<file path="src/rtl/stack_if.sv">
// Operand/result bundle between a sequencer (master) and the stack ALU (slave).
// Opcode and push operand go in; registered result, overflow flag and occupancy come back.
interface stack_if #(
  parameter int unsigned WIDTH = 32
);
  logic [WIDTH-1:0] in;
  logic [2:0]       opcode;
  logic [WIDTH-1:0] out;
  logic             overflow;
  logic [31:0]      index;

  modport master (
    output in,
    output opcode,
    input  out,
    input  overflow,
    input  index
  );

  modport slave (
    input  in,
    input  opcode,
    output out,
    output overflow,
    output index
  );
endinterface

</file>
<file path="src/rtl/stack.sv">
// LIFO operand stack with a signed ALU: one opcode (push/pop/add/mul) per rising edge.
// Add and multiply read the top two entries non-destructively into the registered output.
module stack #(
  parameter int unsigned WIDTH = 32,
  parameter int unsigned DEPTH = 8
) (
  input logic    clk,
  input logic    rst_n,
  stack_if.slave bus
);
  localparam int unsigned CntW  = $clog2(DEPTH + 1);
  localparam int unsigned AddrW = $clog2(DEPTH);

  localparam logic [2:0] OpAdd  = 3'b100;
  localparam logic [2:0] OpMul  = 3'b101;
  localparam logic [2:0] OpPush = 3'b110;
  localparam logic [2:0] OpPop  = 3'b111;

  logic [WIDTH-1:0] mem [DEPTH];

  logic [CntW-1:0]  cnt_q, cnt_d;
  logic [WIDTH-1:0] out_q, out_d;
  logic             ovf_q, ovf_d;

  logic [AddrW-1:0] wr_addr, top_addr, nxt_addr;
  logic             full, empty, has_two, do_push;
  logic [WIDTH-1:0] opa, opb, sum;
  logic             sum_ovf, mul_ovf;
  logic [2*WIDTH-1:0] prod;
  logic [WIDTH:0]     prod_hi;

  assign full     = (cnt_q == CntW'(DEPTH));
  assign empty    = (cnt_q == '0);
  assign has_two  = (cnt_q >= CntW'(2));
  assign wr_addr  = AddrW'(cnt_q);
  assign top_addr = AddrW'(cnt_q - CntW'(1));
  assign nxt_addr = AddrW'(cnt_q - CntW'(2));
  assign do_push  = (bus.opcode == OpPush) && !full;

  assign opa = mem[top_addr];
  assign opb = mem[nxt_addr];

  assign sum     = opa + opb;
  assign sum_ovf = (opa[WIDTH-1] == opb[WIDTH-1]) && (sum[WIDTH-1] != opa[WIDTH-1]);

  // Sign-extend both operands so an unsigned 2W-bit multiply yields the signed product.
  assign prod    = {{WIDTH{opa[WIDTH-1]}}, opa} * {{WIDTH{opb[WIDTH-1]}}, opb};
  assign prod_hi = prod[2*WIDTH-1:WIDTH-1];
  assign mul_ovf = !((&prod_hi) || !(|prod_hi));

  always_comb begin
    cnt_d = cnt_q;
    out_d = out_q;
    ovf_d = ovf_q;
    if (bus.opcode[2]) begin
      ovf_d = 1'b0;
      unique case (bus.opcode)
        OpPush: begin
          if (!full) cnt_d = cnt_q + CntW'(1);
        end
        OpPop: begin
          if (!empty) begin
            out_d = opa;
            cnt_d = cnt_q - CntW'(1);
          end
        end
        OpAdd: begin
          if (has_two) begin
            out_d = sum;
            ovf_d = sum_ovf;
          end
        end
        OpMul: begin
          if (has_two) begin
            out_d = prod[WIDTH-1:0];
            ovf_d = mul_ovf;
          end
        end
        default: ;
      endcase
    end
  end

  always_ff @(posedge clk or negedge rst_n) begin
    if (!rst_n) begin
      cnt_q <= '0;
      out_q <= '0;
      ovf_q <= 1'b0;
    end else begin
      cnt_q <= cnt_d;
      out_q <= out_d;
      ovf_q <= ovf_d;
    end
  end

  // Storage is deliberately not reset; entries above the top are never observed.
  always_ff @(posedge clk) begin
    if (do_push) mem[wr_addr] <= bus.in;
  end

  assign bus.out      = out_q;
  assign bus.overflow = ovf_q;
  assign bus.index    = 32'(cnt_q);
endmodule

</file>
<file path="src/flat_wrapper.sv">
// flat-port wrapper written by rule: the top's interface ports become plain ports
module stack_flat 
#(
  parameter int unsigned WIDTH = 32,
  parameter int unsigned DEPTH = 8
)
  (clk, rst_n, bus_in, bus_opcode, bus_out, bus_overflow, bus_index);
  stack_if #(.WIDTH(WIDTH)) bus_i ();
  input logic clk;
  input logic rst_n;
  input wire logic [$bits(bus_i.in)-1:0] bus_in;
  input wire logic [$bits(bus_i.opcode)-1:0] bus_opcode;
  output wire logic [$bits(bus_i.out)-1:0] bus_out;
  output wire logic [$bits(bus_i.overflow)-1:0] bus_overflow;
  output wire logic [$bits(bus_i.index)-1:0] bus_index;
  assign bus_i.in = bus_in;
  assign bus_i.opcode = bus_opcode;
  assign bus_out = bus_i.out;
  assign bus_overflow = bus_i.overflow;
  assign bus_index = bus_i.index;
  stack #(.WIDTH(WIDTH), .DEPTH(DEPTH)) u_core (.clk(clk), .rst_n(rst_n), .bus(bus_i));
endmodule
</file>
<file path="config.mk">
export PLATFORM = sky130hd
export DESIGN_NAME = stack_flat
export DESIGN_NICKNAME = d
export VERILOG_FILES = /design/src/rtl/stack_if.sv /design/src/rtl/stack.sv /design/src/flat_wrapper.sv
export SDC_FILE = /design/constraint.sdc
export NUM_CORES = 2
export LEC_CHECK = 0
export CORE_AREA = 8 8 363 365
export DETAILED_ROUTE_END_ITERATION = 10
export DIE_AREA = 0 0 371 373
export HOLD_SLACK_MARGIN = 0.02
export PLACE_DENSITY = 0.65
export SETUP_SLACK_MARGIN = 0.15
export SLEW_MARGIN = 20
export SYNTH_ARGS = -nofsm -noshare
export SYNTH_HDL_FRONTEND = slang
export SYNTH_SLANG_ARGS = --single-unit
</file>
<file path="constraint.sdc">
create_clock -name clk -period 35.3 [get_ports clk]
set_input_delay 5.295 -clock clk [delete_from_list [all_inputs] [get_ports clk]]
set_output_delay 5.295 -clock clk [all_outputs]
set_load 0.01 [all_outputs]
</file>
Word level (Yosys, flattened, before mapping) --
Memory sizes are Yosys's and may differ from the RTL's. Cells that the tools add are included.
Word-level totals: register bits after elaboration 37, output and inout port bits 65, memories 1, RAM bits 256, word-level logic and storage cells 46
Operators by class: magnitude comparators 1, multiply operators 1, add/sub/neg operators 4, mux-type cells 12, equal/unequal tests 11, reductions and logical operators 13
Memory list:
- u_core.mem | depth 8, width 32, read ports 2, clocked after memory_dff 0, write ports 1, line stack.sv:19 | logic [WIDTH-1:0] mem [DEPTH];
Operators with widths (number):
- $mux 32 | 3
- $pmux 32 s3 | 1
- $mul 32x32->64 | 1
- $reduce_and 33->1 | 1
- $reduce_or 33->1 | 1
- $add 32x32->32 | 1
- $eq 3x3->1 const B | 4
- $mux 4 | 2
- $pmux 4 s2 | 1
- $reduce_and 5->1 | 1
- $add 4x1->4 const B | 1
- $eq 4x4->1 const B | 1
- $ge 4x2->1 const B | 1
- $logic_not 4->1 | 1
- $mux 1 | 4
- $ne 2x1->1 const B | 2
- $ne 2x2->1 const B | 2
- $reduce_and 4->1 | 1
- $sub 4x1->4 const B | 1
- $logic_not 1->1 | 3
- $reduce_bool 3->1 | 1
- $sub 3x2->3 const B | 1
- $logic_and 1x1->1 | 2
- $pmux 1 s2 | 1
- 4 further kinds | 4

Logic depth before layout (Yosys ltp) --
An unclocked memory read counts as a cell.
depth in word-level cells 9, mapped depth 43

Least setup slack after synthesis --
No wires, ideal clock.
path type reg2reg, from reg u_core.cnt_q[0], to reg u_core.ovf_q (netlist: u_core.bus.overflow), path buffers 10, stages on the path, launching flop included 40, setup slack 23.624 ns, required time 35.173 ns, clock period less this slack 11.676 ns, arrival time 11.548 ns, cell sequence dfrtp_1 buf_2 buf_2 buf_1 clkbuf_1 clkbuf_1 inv_1 ha_1 clkbuf_1 clkbuf_1 clkbuf_1 mux4_2 mux2i_1 inv_1 clkbuf_1 ha_1 fa_1 inv_1 [4 not listed] fa_1 fa_1 fa_1 inv_1 ha_1 buf_6 a21o_1 a31o_1 or3_1 a211o_4 a21boi_2 xor2_1 o2111ai_1 or4_1 nor4_1 nand4_1 nor3_2 o21ai_1
On the way: word-level cells in the longest chain between the ends 9, elaborated cells on any way between the ends 17
RTL lines:
- from (decl) | line stack.sv:21 | logic [CntW-1:0] cnt_q, cnt_d;
- from (signal assigned) | line stack.sv:90 | cnt_q <= cnt_d;
- $sub 4x1->4 / $sub 3x2->3 (equally long branches) | line stack.sv:36, stack.sv:37
- $mem_v2 8x32
- $mul 32x32->64 | line stack.sv:47 | assign prod = {{WIDTH{opa[WIDTH-1]}}, opa} * {{WIDTH{opb[WIDTH-1]}}, opb};
- $reduce_or 33->1 | line stack.sv:49 | assign mul_ovf = !((&prod_hi) || !(|prod_hi));
- $logic_not 1->1 | line stack.sv:49
- $logic_or 1x1->1 | line stack.sv:49
- $logic_not 1->1 | line stack.sv:49
- $mux 1 | line stack.sv:74 | if (has_two) begin
- $pmux 1 s2 (*) | line stack.sv:57 | unique case (bus.opcode)
- to (signal assigned) | line stack.sv:92 | ovf_q <= ovf_d;
- to (decl) | line stack.sv:23 | logic ovf_q, ovf_d;
Every way passes the cells marked *; elsewhere a longest branch is shown, timed or not. A chain may end at the register's enable or synchronous reset.

Worst setup path in the final report --
Same ends and word-level chain as after synthesis.

==> impl_metrics.toml <==
[worst_hold_path]
hold_start = "u_core.bus.out[27]$_DFFE_PN0P_"
holdPathEnd = "u_core.bus.out[27]$_DFFE_PN0P_"
hold_depth = 2
hp-class = "flop to flop"

[grt]
grt_pass1_vias = 40100
globalRouteOverflowTotal = 0
antenna_found_initial = 6
grt_pass1_wl_um = 254000
grt_usage_pct = 24.6
grt_max_degree = 57

[detailed_routing]
drc = 0
vias_per_cell = 5.69
drtIter0Drc = 3734
num_vias = 36600
routed_wl_um = 169000
drt-pass1-iter-count = 7
wl_per_cell_um = 26.3
ant_nets = 0

[sta]
timing.final.ws_setup_ns = 22.10
relSlewSlack_pct = 21.2
fmax_mhz = 75.8
timing.final.crit_period_ns = 13.20
finalSetupViolCount = 0
final_hold_viol_count = 0
tightestPinTransition_ns = 1.18
min_period_over_period_pct = 37.4
slew_viol_final = 0
skew_ns = 0.0812
rsz0062_at_grt = "false"
tns_ns = 0

[clock_network]
cts.sinks = 293
cts_root_buf = "clkbuf_16"
cts_resized = 0
cts_tree = "built"
hold_buffers = 0
cts_setup_buffers = 0
numCtsBuffers = 34
htree_levels = 2
clock_latency_ns = 0.62
clk_path_buf_depth = 3
path_clk_slew_ns = 0.09

[status]
outcome = "finished clean"

[synth]
synth-edff-count = 256
yosys.area_share.xor_xnor_pct = 1.63
yosysSeqAreaShare_pct = 17.3
async_flop_share_pct = 12.6
synth_cell_type_count = 83
synth_compound_area_share_pct = 5.05
syn_area_um2 = 49900
synth_fa_ha_area_share_pct = 49.1
synthSimpleGateAreaFrac_pct = 11.4
synth_top_flop_cell = "edfxtp_1"
syn_area_per_cell_um2 = 10.5
yosysWarnings = 0
synth-seq-cells = 293
muxShareOfSynthArea_pct = 7.16
syn_inst = 4749
synth_top_family_by_area = "adder cells"

[finish]
finalNetCount = 6079
multi_input_area_um2 = 37400
fin_area_um2 = 53800
nFillCells = 11900
area_growth_pct = 7.93
drive_gt1_share_pct = 7.76
seqCellArea_um2 = 8620

[placed_design]
pre_cts_ws_ns = 21.98
gp_congestion = 1.07
dpl.hpwl_um = 128000
dpl_cell_area_um2 = 52700
port_buffers = 73

[die]
ios = 102
die_area_um2 = 138000
initial_utilization_pct = 39.5
core-area_um2 = 126000
die_h_um = 373
die_w_um = 371
rows = 131

[worst_setup_path]
reg2reg_from = "u_core.cnt_q[0]$_DFFE_PN0P_"
worstPathRequired_ns = 35.78
cpLargestDelayFamily = "adder cells"
worstPathMaxFanout = 56
worst_setup_path_end_kind = "flop"
worst_setup_path_start_kind = "flop"
critPathKind = "flop to flop"
slowest_stage = "fa_1"
crit_buf_inv = 7
crit_top_cell = "fa_1"
arrival_ns = 13.68
r2r-end = "u_core.bus.overflow$_DFFE_PN0P_"
reg2reg_depth = 31
r2r_slack_ns = 22.10
slowest_delay_ns = 0.95

[flow_run]
max-cap-violations = 0
==> worst reg2reg max path: cells and delay by family, from the launching register on <==
kind	cells	cell delay (ns)
buffers and inverters	7	3.17
muxes	2	1.16
AOI/OAI and AO/OA	4	1.11
and+or+nand+nor	8	1.97
xor gates and xnor gates	1	0.19
adders and majority gates	9	4.85
DFF	1	0.69
==> logic make-up after synthesis <==
family,count (synthesis)
XOR/XNOR,91
buffers and inverters,1074
other,1
multiplexers,196
adder cells (fa/ha/maj),1307
flip-flops,293
AND/OR/NAND/NOR,1387
AO/OA/AOI/OAI,400
==> metal layers <==
metal  up-vias  routed length, um  track usage, %
met5         -                113               0
met4        12              12200            13.6
met3       565              18200            6.38
met2      2141              75400            38.2
met1     19000              63200            31.3
li1      14900                  -               -
==> cells in the mapped netlist (32+ instances only) <==
master	number	share of area, %
fa_1	1083	43
inv_1	786	5.9
nand2_1	704	5.3
nor2_1	483	3.6
edfxtp_1	256	15
ha_1	224	5.6
clkbuf_1	206	1.6
mux4_2	128	5.8
a21oi_1	116	1.2
o21ai_0	105	1.1
mux2i_1	62	1.2
xnor2_1	61	1.1
dfrtp_1	37	1.9
a21o_1	35	0.53
nand3_1	32	0.32
==> how the worst max path moves through the flow <==
stage | slack [ns] | to | from | depth (start not counted)
6_report | 22.10 | u_core.bus.overflow$_DFFE_PN0P_ | u_core.cnt_q[0]$_DFFE_PN0P_ | 31
5_1_grt | 21.17 | u_core.bus.overflow$_DFFE_PN0P_ | u_core.cnt_q[0]$_DFFE_PN0P_ | 31
4_1_cts | 22.05 | u_core.bus.overflow$_DFFE_PN0P_ | u_core.cnt_q[0]$_DFFE_PN0P_ | 31
3_5_place_dp | 21.98 | u_core.bus.overflow$_DFFE_PN0P_ | u_core.cnt_q[0]$_DFFE_PN0P_ | 31
3_3_place_gp | 22.11 | u_core.bus.overflow$_DFFE_PN0P_ | u_core.cnt_q[0]$_DFFE_PN0P_ | 31
2_1_floorplan | 23.62 | u_core.bus.overflow$_DFFE_PN0P_ | u_core.cnt_q[0]$_DFFE_PN0P_ | 39
==> final cells by class <==
type                            count  area share [%]
Clock inverter                     15           0.314
Inverter                          806            5.62
Antenna cell                        2         0.00930
Timing Repair Buffer              191            3.01
Sequential cell                   293            16.0
Tap cell                         1662            3.86
Multi-Input combinational cell   3409            69.5
Clock buffer                       44            1.65
==> registers in the layout, summed over array words and instances, names as in the netlist <==
| register | count |
|---|---|
| u_core.bus.out | 32 |
| u_core.cnt_q | 4 |
| u_core.mem | 256 |
| u_core.bus.overflow | 1 |
==> per-stage QoR <==
stage	hold WS [ns]	cells	util, %
detailed placement	0.474	6360	41.7
floorplan	0.516	4776	-
CTS	0.486	6419	42.6
finish	0.479	6422	42.6
global placement	0.463	6360	41.7
global route	0.516	6420	42.6
==> cells in the final DEF, fill, tap and decap left out, types with 9 or more instances in the layout <==
cell type	n
fa_1	1083
inv_1	786
nand2_1	704
nor2_1	483
edfxtp_1	256
ha_1	222
mux4_2	128
buf_4	117
a21oi_1	116
o21ai_0	105
clkdlybuf4s50_1	71
xnor2_1	61
dfrtp_1	35
a21o_1	34
clkbuf_16	34
mux2i_1	32
nand3_1	32
conb_1	28
nand4_1	27
xor2_1	27
and2_1	25
mux2i_2	24
o211ai_1	24
clkinv_1	21
nor3_1	21
a211oi_1	15
nand2b_1	13
and3_1	12
o21bai_1	12
a31oi_1	11
nor2b_1	10
or3_1	10
clkbuf_1	10
o21ai_1	9
nor4_1	9
Power is not shown: default switching activity piles up to over one toggle a cycle in this logic, so the estimate is an artifact.
